### src/rtl/register_v3.sv
// register_v3: SPI-driven management register controller.
// Decodes SPI commands into one-hot requests to NUM_PORTS MAC blocks, gathers
// multi-byte read responses into rdata, and stages flow-table entries/hashes.
// Optional feature: define REG_TIMEOUT_EN to abort stalled reads after
// TIMEOUT_CYCLES cycles in WAIT (sets err and tmo).
module register_v3 #(
    parameter int unsigned NUM_PORTS      = 4,
    parameter int unsigned MGNT_REG_WIDTH = 32,
    parameter int unsigned FLOW_WIDTH     = 120,
    parameter int unsigned HASH_WIDTH     = 12,
    parameter int unsigned TIMEOUT_CYCLES = 255
) (
    input  logic                      clk,
    input  logic                      rst,
    input  logic                      spi_wr,
    input  logic [6:0]                spi_op,
    input  logic [15:0]               spi_din,
    output logic                      spi_ack,
    output logic [15:0]               spi_dout,
    output logic [NUM_PORTS-1:0]      sys_req_valid,
    output logic                      sys_req_wr,
    output logic [7:0]                sys_req_addr,
    input  logic                      sys_resp_valid,
    input  logic [7:0]                sys_resp_data,
    output logic                      ft_update,
    output logic                      ft_clear,
    output logic [FLOW_WIDTH-1:0]     flow,
    output logic [HASH_WIDTH-1:0]     hash
);

    localparam int unsigned NBYTES = MGNT_REG_WIDTH / 8;
    localparam int unsigned NW     = MGNT_REG_WIDTH / 16;
    localparam int unsigned NFW    = (FLOW_WIDTH + 15) / 16;

    typedef enum logic [1:0] {S_IDLE, S_ISSUE, S_WAIT, S_DONE} state_t;

    state_t                    state;
    state_t                    state_nxt;
    logic                      wr_q;
    logic [2:0]                port_q;
    logic [7:0]                byte_cnt;
    logic [MGNT_REG_WIDTH-1:0] shreg;
    logic [MGNT_REG_WIDTH-1:0] rdata;
    logic                      err;
    logic                      tmo;
    logic                      timeout_c;

    logic                      cmd_c;
    logic                      accept_c;
    logic                      reject_c;
    logic                      last_byte_c;
    logic                      tmo_evt_c;
    logic                      busy_c;
    logic [NUM_PORTS-1:0]      req_valid_c;
    logic                      req_wr_c;

    // Command decode: accept only when idle and the port exists
    assign cmd_c       = spi_wr && (spi_op == 7'h00);
    assign accept_c    = cmd_c && (state == S_IDLE) && (spi_din[14:8] < 7'(NUM_PORTS));
    assign reject_c    = cmd_c && !accept_c;
    assign last_byte_c = (state == S_WAIT) && sys_resp_valid && (byte_cnt == 8'(NBYTES - 1));
    assign tmo_evt_c   = (state == S_WAIT) && timeout_c && !last_byte_c;
    assign busy_c      = (state != S_IDLE);

`ifdef REG_TIMEOUT_EN
    logic [15:0] timer;

    assign timeout_c = (timer == 16'(TIMEOUT_CYCLES - 1));

    // WAIT timer, restarted on every read issue
    always_ff @(posedge clk or posedge rst) begin
        if (rst) begin
            timer <= '0;
            tmo   <= 1'b0;
        end else begin
            if (state == S_ISSUE) timer <= '0;
            else if (state == S_WAIT) timer <= timer + 16'd1;
            if (accept_c) tmo <= 1'b0;
            else if (tmo_evt_c) tmo <= 1'b1;
        end
    end
`else
    assign timeout_c = 1'b0;
    assign tmo       = 1'b0;
`endif

    // State register
    always_ff @(posedge clk or posedge rst) begin
        if (rst) state <= S_IDLE;
        else     state <= state_nxt;
    end

    // Next-state logic; a completing byte wins over a coincident timeout
    always_comb begin
        state_nxt = state;
        case (state)
            S_IDLE:  if (accept_c) state_nxt = S_ISSUE;
            S_ISSUE: state_nxt = wr_q ? S_IDLE : S_WAIT;
            S_WAIT: begin
                if (last_byte_c)    state_nxt = S_DONE;
                else if (timeout_c) state_nxt = S_IDLE;
            end
            S_DONE:  state_nxt = S_IDLE;
            default: state_nxt = S_IDLE;
        endcase
    end

    // Output decode: request pulse values registered one cycle later
    always_comb begin
        req_valid_c = '0;
        req_wr_c    = 1'b0;
        if (state == S_ISSUE) begin
            req_valid_c = NUM_PORTS'(1) << port_q;
            req_wr_c    = wr_q;
        end
    end

    // Management datapath: request outputs, byte gathering, status flags
    always_ff @(posedge clk or posedge rst) begin
        if (rst) begin
            spi_ack       <= 1'b0;
            sys_req_valid <= '0;
            sys_req_wr    <= 1'b0;
            sys_req_addr  <= '0;
            wr_q          <= 1'b0;
            port_q        <= '0;
            byte_cnt      <= '0;
            shreg         <= '0;
            rdata         <= '0;
            err           <= 1'b0;
        end else begin
            spi_ack       <= spi_wr;
            sys_req_valid <= req_valid_c;
            sys_req_wr    <= req_wr_c;
            if (accept_c) begin
                wr_q         <= spi_din[15];
                port_q       <= spi_din[10:8];
                sys_req_addr <= spi_din[7:0];
            end
            if (accept_c) err <= 1'b0;
            else if (reject_c || tmo_evt_c) err <= 1'b1;
            if (state == S_ISSUE && !wr_q) begin
                byte_cnt <= '0;
            end else if (state == S_WAIT && sys_resp_valid) begin
                byte_cnt <= byte_cnt + 8'd1;
                shreg    <= {shreg[MGNT_REG_WIDTH-9:0], sys_resp_data};
            end
            if (state == S_DONE) rdata <= shreg;
        end
    end

    // Flow-table staging and strobes, independent of the management FSM
    always_ff @(posedge clk or posedge rst) begin
        if (rst) begin
            ft_update <= 1'b0;
            ft_clear  <= 1'b0;
            flow      <= '0;
            hash      <= '0;
        end else begin
            ft_update <= spi_wr && (spi_op == 7'h02) && (spi_din == 16'h0001);
            ft_clear  <= spi_wr && (spi_op == 7'h02) && (spi_din == 16'h0002);
            if (spi_wr && spi_op == 7'h03) hash <= spi_din[HASH_WIDTH-1:0];
            for (int k = 0; k < int'(NFW); k++) begin
                if (spi_wr && spi_op == 7'(48 + k)) begin
                    flow <= (flow & ~(FLOW_WIDTH'(16'hFFFF) << (16 * k)))
                          | (FLOW_WIDTH'(spi_din) << (16 * k));
                end
            end
        end
    end

    // Combinational read mux
    always_comb begin
        spi_dout = '0;
        if (spi_op == 7'h0F) spi_dout = {busy_c, err, tmo, 5'b0, byte_cnt};
        for (int k = 0; k < int'(NW); k++) begin
            if (spi_op == 7'(16 + k)) spi_dout = rdata[16*k +: 16];
        end
    end

endmodule

### config.mk
export PLATFORM = sky130hd
export DESIGN_NAME = register_v3
export DESIGN_NICKNAME = d
export VERILOG_FILES = /design/src/rtl/register_v3.sv
export SDC_FILE = /design/constraint.sdc
export NUM_CORES = 1
export LEC_CHECK = 0
export CORE_MARGIN = 5
export CORE_UTILIZATION = 46
export DETAILED_ROUTE_END_ITERATION = 8
export PLACE_DENSITY = 0.76
export SLEW_MARGIN = 20
export SYNTH_ARGS = -nofsm -noshare
export SYNTH_HDL_FRONTEND = slang
export SYNTH_SLANG_ARGS = --single-unit
### constraint.sdc
create_clock -name clk -period 8.3 [get_ports clk]
set_input_delay 1.66 -clock clk [delete_from_list [all_inputs] [get_ports clk]]
set_output_delay 1.66 -clock clk [all_outputs]
set_load 0.01 [all_outputs]
Word-level counts from Yosys, hierarchy flattened
Cells that the tools add are included.
{ "classes": {"bitwise": 9, "shifts": 1, "eq_ne": 21, "magnitude_cmp": 1, "reduce_logical": 29, "muxes": 21, "n_addsub": 1} }
{ "op_table": {"columns": ["op", "n"], "rows": [
  ["two-way mux 120 bit", 8],
  ["OR 112 x 120 -> 120 bit", 1],
  ["OR 120 x 112 -> 120 bit", 1],
  ["OR 120 x 16 -> 120 bit", 1],
  ["OR 120 x 32 -> 120 bit", 1],
  ["OR 120 x 48 -> 120 bit", 1],
  ["OR 120 x 64 -> 120 bit", 1],
  ["OR 120 x 80 -> 120 bit", 1],
  ["OR 120 x 96 -> 120 bit", 1],
  ["== test 7 x 6 -> 1 bit (second input constant)", 8],
  ["two-way mux 16 bit", 3],
  ["logical AND 1 bit", 19],
  ["== test 16 x 1 -> 1 bit (second input constant)", 1],
  ["== test 16 x 2 -> 1 bit (second input constant)", 1],
  ["two-way mux 8 bit", 2],
  ["== test 7 x 2 -> 1 bit (second input constant)", 2],
  ["== test 7 x 5 -> 1 bit (second input constant)", 2],
  ["adder 8 x 1 -> 8 bit (second input constant)", 1],
  ["== test 8 x 2 -> 1 bit (second input constant)", 1],
  ["case mux 2 bit (4 select lines)", 1],
  ["nonzero test 8 bit", 1],
  ["== test 7 x 4 -> 1 bit (second input constant)", 1],
  ["logical NOT 7 bit", 1],
  ["less-than comparator 7 x 3 -> 1 bit (second input constant)", 1],
  ["12 further kinds", 22]
]} }
{ "totals": {"out_inout_bits": 164, "elab_cells": 98, "reg_bits": 227, "inputBits": 35} }

Depth between registers and ports, before layout
{ "logic_depth": {"word_depth": 10, "ltp_mapped": 6, "mapped_depth_nobuf": 4} }

Worst setup path after synthesis
OpenSTA, ideal clock, no wires.
{ "synth_path": {"path_kind": "input port to output port", "from": "input port spi_op[6]", "to": "output port spi_dout[10]", "required_ps": 6640, "arrival_time_ps": 2935, "path_stages": 4, "setup_slack_ps": 3705, "n_path_buf": 1, "cell_sequence": "or3b_2 buf_2 nor3_1 a22o_1"} }
{ "synth_between": {"elab_chain_cells": 3, "word_cells_on_any_way": 4} }
{ "synth_rtl": {"columns": ["item", "line_no", "rtl"], "rows": [
  ["start: declaration", "16", "input logic [6:0] spi_op,"],
  ["== test 7 x 5 -> 1 bit", "177", "if (spi_op == 7'(16 + k)) spi_dout = rdata[16*k +: 16];"],
  ["two-way mux 16 bit", "177", null],
  ["two-way mux 16 bit (*)", "177", null],
  ["end: declaration", "19", "output logic [15:0] spi_dout,"]
]} }
Every way passes the cells marked *; elsewhere a longest branch is shown, timed or not.

Worst setup path after layout
{ "layout_path": {"from": "input port spi_op[0]", "to": "output port spi_dout[11]"} }
Same word-level chain as after synthesis.

==> qor.txt <==
Outcome -> complete, no violations
Part of the power in the clock network -> 41.9%
Number of synthesized flops with an enable pin -> 0
WP data required -> 6640 ps
Ratio of cells with drive above 1 in the final layout -> 31.9%
Core Box Area -> 19600 µm²
First-pass GRT wire length -> 37.7 mm
Die width -> 152 µm
H-tree levels -> 1
Tightest Hold Check Type -> register to register
Crit Path Class -> input port to output port
# Max-Cap Violations -> 0
Post-Syn Area -> 9210 µm²
Clock tree from TritonCTS -> yes
I/O pins -> 199
Worst-path maximum fanout -> 13
Syn nets -> 643
Post-synth top area share -> 61.7%
Drt total wl -> 24.0 mm
Diodes inserted -> 0
Vias in the first global route -> 6431
Primary FF master, synth -> dfrtp_1
Final nets -> 830
Final Cell Area -> 12200 µm²
Initial DRC Count -> 282
Placed instance area -> 11400 µm²
Max-slew headroom -> 28.6%
Sequential fraction of the synthesis area -> 61.7%
Dominant cells by area after synthesis -> dfrtp_1, mux2_2, mux2_4
P_int -> 1.95 mW
Sequential group share of total power -> 47.4%
Fill cells -> 1499
Leak -> 5.75 nW
Gp weighted congestion -> 0.950
Final Max Slew Viols -> 0
Worst VDD drop -> 0.150 mV
Reg clk slew, reported paths -> 60 ps
Avg WL per Cell -> 22.4 µm
Startpoint types -> input port
Count leader, synth -> dfrtp_1
PostCTS Resize Cnt -> 0
Fmax -> 0.159 GHz
Switching pwr -> 0.576 mW
Drt first pass iters -> 5
RSZ-0062 raised after global routing -> no
Post-CTS Setup Repair Bufs -> 0
Cells after Synth -> 607
Async set-reset flop share out of synthesis -> 100%
Actual slew at the worst max-slew pin -> 1070 ps
Cts hold-fix bufs -> 0
CTS Sinks -> 227
Grt total ovfl -> 0
Die Span Y -> 152 µm
Via density -> 5.50
Placed Cells -> 1032
Setup Viol. Count Final -> 0
Synth cell types -> 50
All-Layer GR Usage -> 21.1%
Nature of the critical path endpoint -> output port
Fin crit share -> 75.6%
Rows -> 51
Synthesis Warnings -> 0
Post-synth top cells -> dfrtp_1, mux2_2, clkbuf_1, mux2_4, nor4_1
Clk root buf -> clkbuf_16
Largest net degree at the start of global routing -> 158
Critical Path AT -> 4610 ps
Initial core utilization -> 47.0%
Clk_lat worst skew -> 510 ps
Clock Skew -> 10.0 ps
Final hold violation count -> 0
Layout area overhead -> 32.2%
Maximum root-to-sink buffer count -> 3
HPWL after DPL -> 16.7 mm
Non-Filler Instances -> 1073
Average cell area after synthesis -> 15.2 µm²
Yosys reg bits -> 227
Residual DRC -> 0
DR vias -> 5903
Area of the die -> 23000 µm²
Power Dens Cells -> 208 nW/µm²
Routed Antenna Nets -> 0
Setup TNS -> 0 ps
Combinational power share -> 10.7%
CTS Buf Count -> 25
Switch share -> 22.8%
Fin crit period -> 6270 ps
Antenna violations before repair -> 2
Area leader, netlist -> dfrtp_1
I/O Buffers -> 198
Final core utilization -> 62.2%
layout by cell type, fill, tap and decap left out, types with 3 or more instances in the layout:
master	n
or3_1	3
mux2_4	20
clkbuf_1	5
nor4_1	14
nand4_1	12
o21ai_0	3
or4_1	3
clkbuf_8	6
clkdlybuf4s50_1	198
buf_4	6
clkbuf_16	25
mux2_2	182
nand3_1	11
nand2_1	7
a31oi_1	9
and2_1	3
dfrtp_1	227
nand2b_1	3
o31ai_1	3
nor2_1	7
nor3_1	4
nor4b_1	4
mux2_1	5
a22o_1	6
final timing paths:
kind                                  startpoint  slack, ps                          to  depth (start not counted)
setup / recovery                       spi_op[0]       2030                spi_dout[11]                          5
hold / removal             port_q[2]$_DFFE_PP0P_        480  sys_req_valid[0]$_DFF_PP0_                          1
setup reg to reg            state[0]$_DFFE_PP0P_       6030     byte_cnt[7]$_DFFE_PP0P_                          4
hold reg to reg            port_q[2]$_DFFE_PP0P_        480  sys_req_valid[0]$_DFF_PP0_                          1
max in group asynchronous                    rst       5130         flow[9]$_DFFE_PP0P_                          3
min in group asynchronous                    rst       1720           spi_ack$_DFF_PP0_                          2
final cells by class:
type | count | area [µm²] | share of cell area (%)
well taps | 265 | 332 | 2.72
clock inverters | 5 | 60.1 | 0.493
clock buffers | 36 | 727 | 5.97
flip-flops and latches | 227 | 5680 | 46.6
repair buffers | 204 | 2030 | 16.6
multi-input cells | 333 | 3330 | 27.3
inverters | 3 | 23.8 | 0.195
stage by stage:
stage          hold slack (ps)  setup slack [ps]  power, mW
3_3_place_gp               447              2260       1.48
5_1_grt                    494              1940       2.62
3_5_place_dp               457              2070       1.49
6_report                   478              2030       2.53
4_1_cts                    473              2060       2.56
2_1_floorplan              423               420       1.33
sequential cells by signal (all words and copies together) (netlist names), 3 cells and up, named ones only:
signal / count
byte_cnt: 8
flow: 120
hash: 12
port_q: 3
rdata: 32
shreg: 32
sys_req_addr: 8
sys_req_valid: 4
routing by layer:
| layer | routed length (µm) | global-route usage [%] | vias to the layer above |
|---|---|---|---|
| li1 | - | - | 2579 |
| met1 | 9790 | 27.4 | 3046 |
| met2 | 12100 | 36.3 | 223 |
| met3 | 1430 | 4.46 | 51 |
| met4 | 657 | 5.17 | 4 |
| met5 | 25 | 0 | - |
power groups by stage:
stage	Clock, mW	Combinational (mW)	Sequential, mW
3_3_place_gp	0	0.268	1.21
5_1_grt	1.13	0.292	1.20
3_5_place_dp	0	0.274	1.22
2_1_floorplan	0	0.0891	1.24
4_1_cts	1.08	0.275	1.20
6_report	1.06	0.272	1.20
kinds of logic after synthesis:
| logic type | synth area share, % |
|---|---|
| AOI/OAI and AO/OA | 2.13 |
| xor gates and xnor gates | 0.190 |
| adders and majority gates | 0.136 |
| buffers and inverters | 2.59 |
| DFF | 61.7 |
| muxes | 26.3 |
| and+or+nand+nor | 6.97 |
critical path: stages:
cell and delay, ps:
clkdlybuf4s50_1 850, nand2b_1 440, nor3_1 850, a22o_1 270
clkdlybuf4s50_1 540
Note: power is estimated with default switching activity, not from simulation.
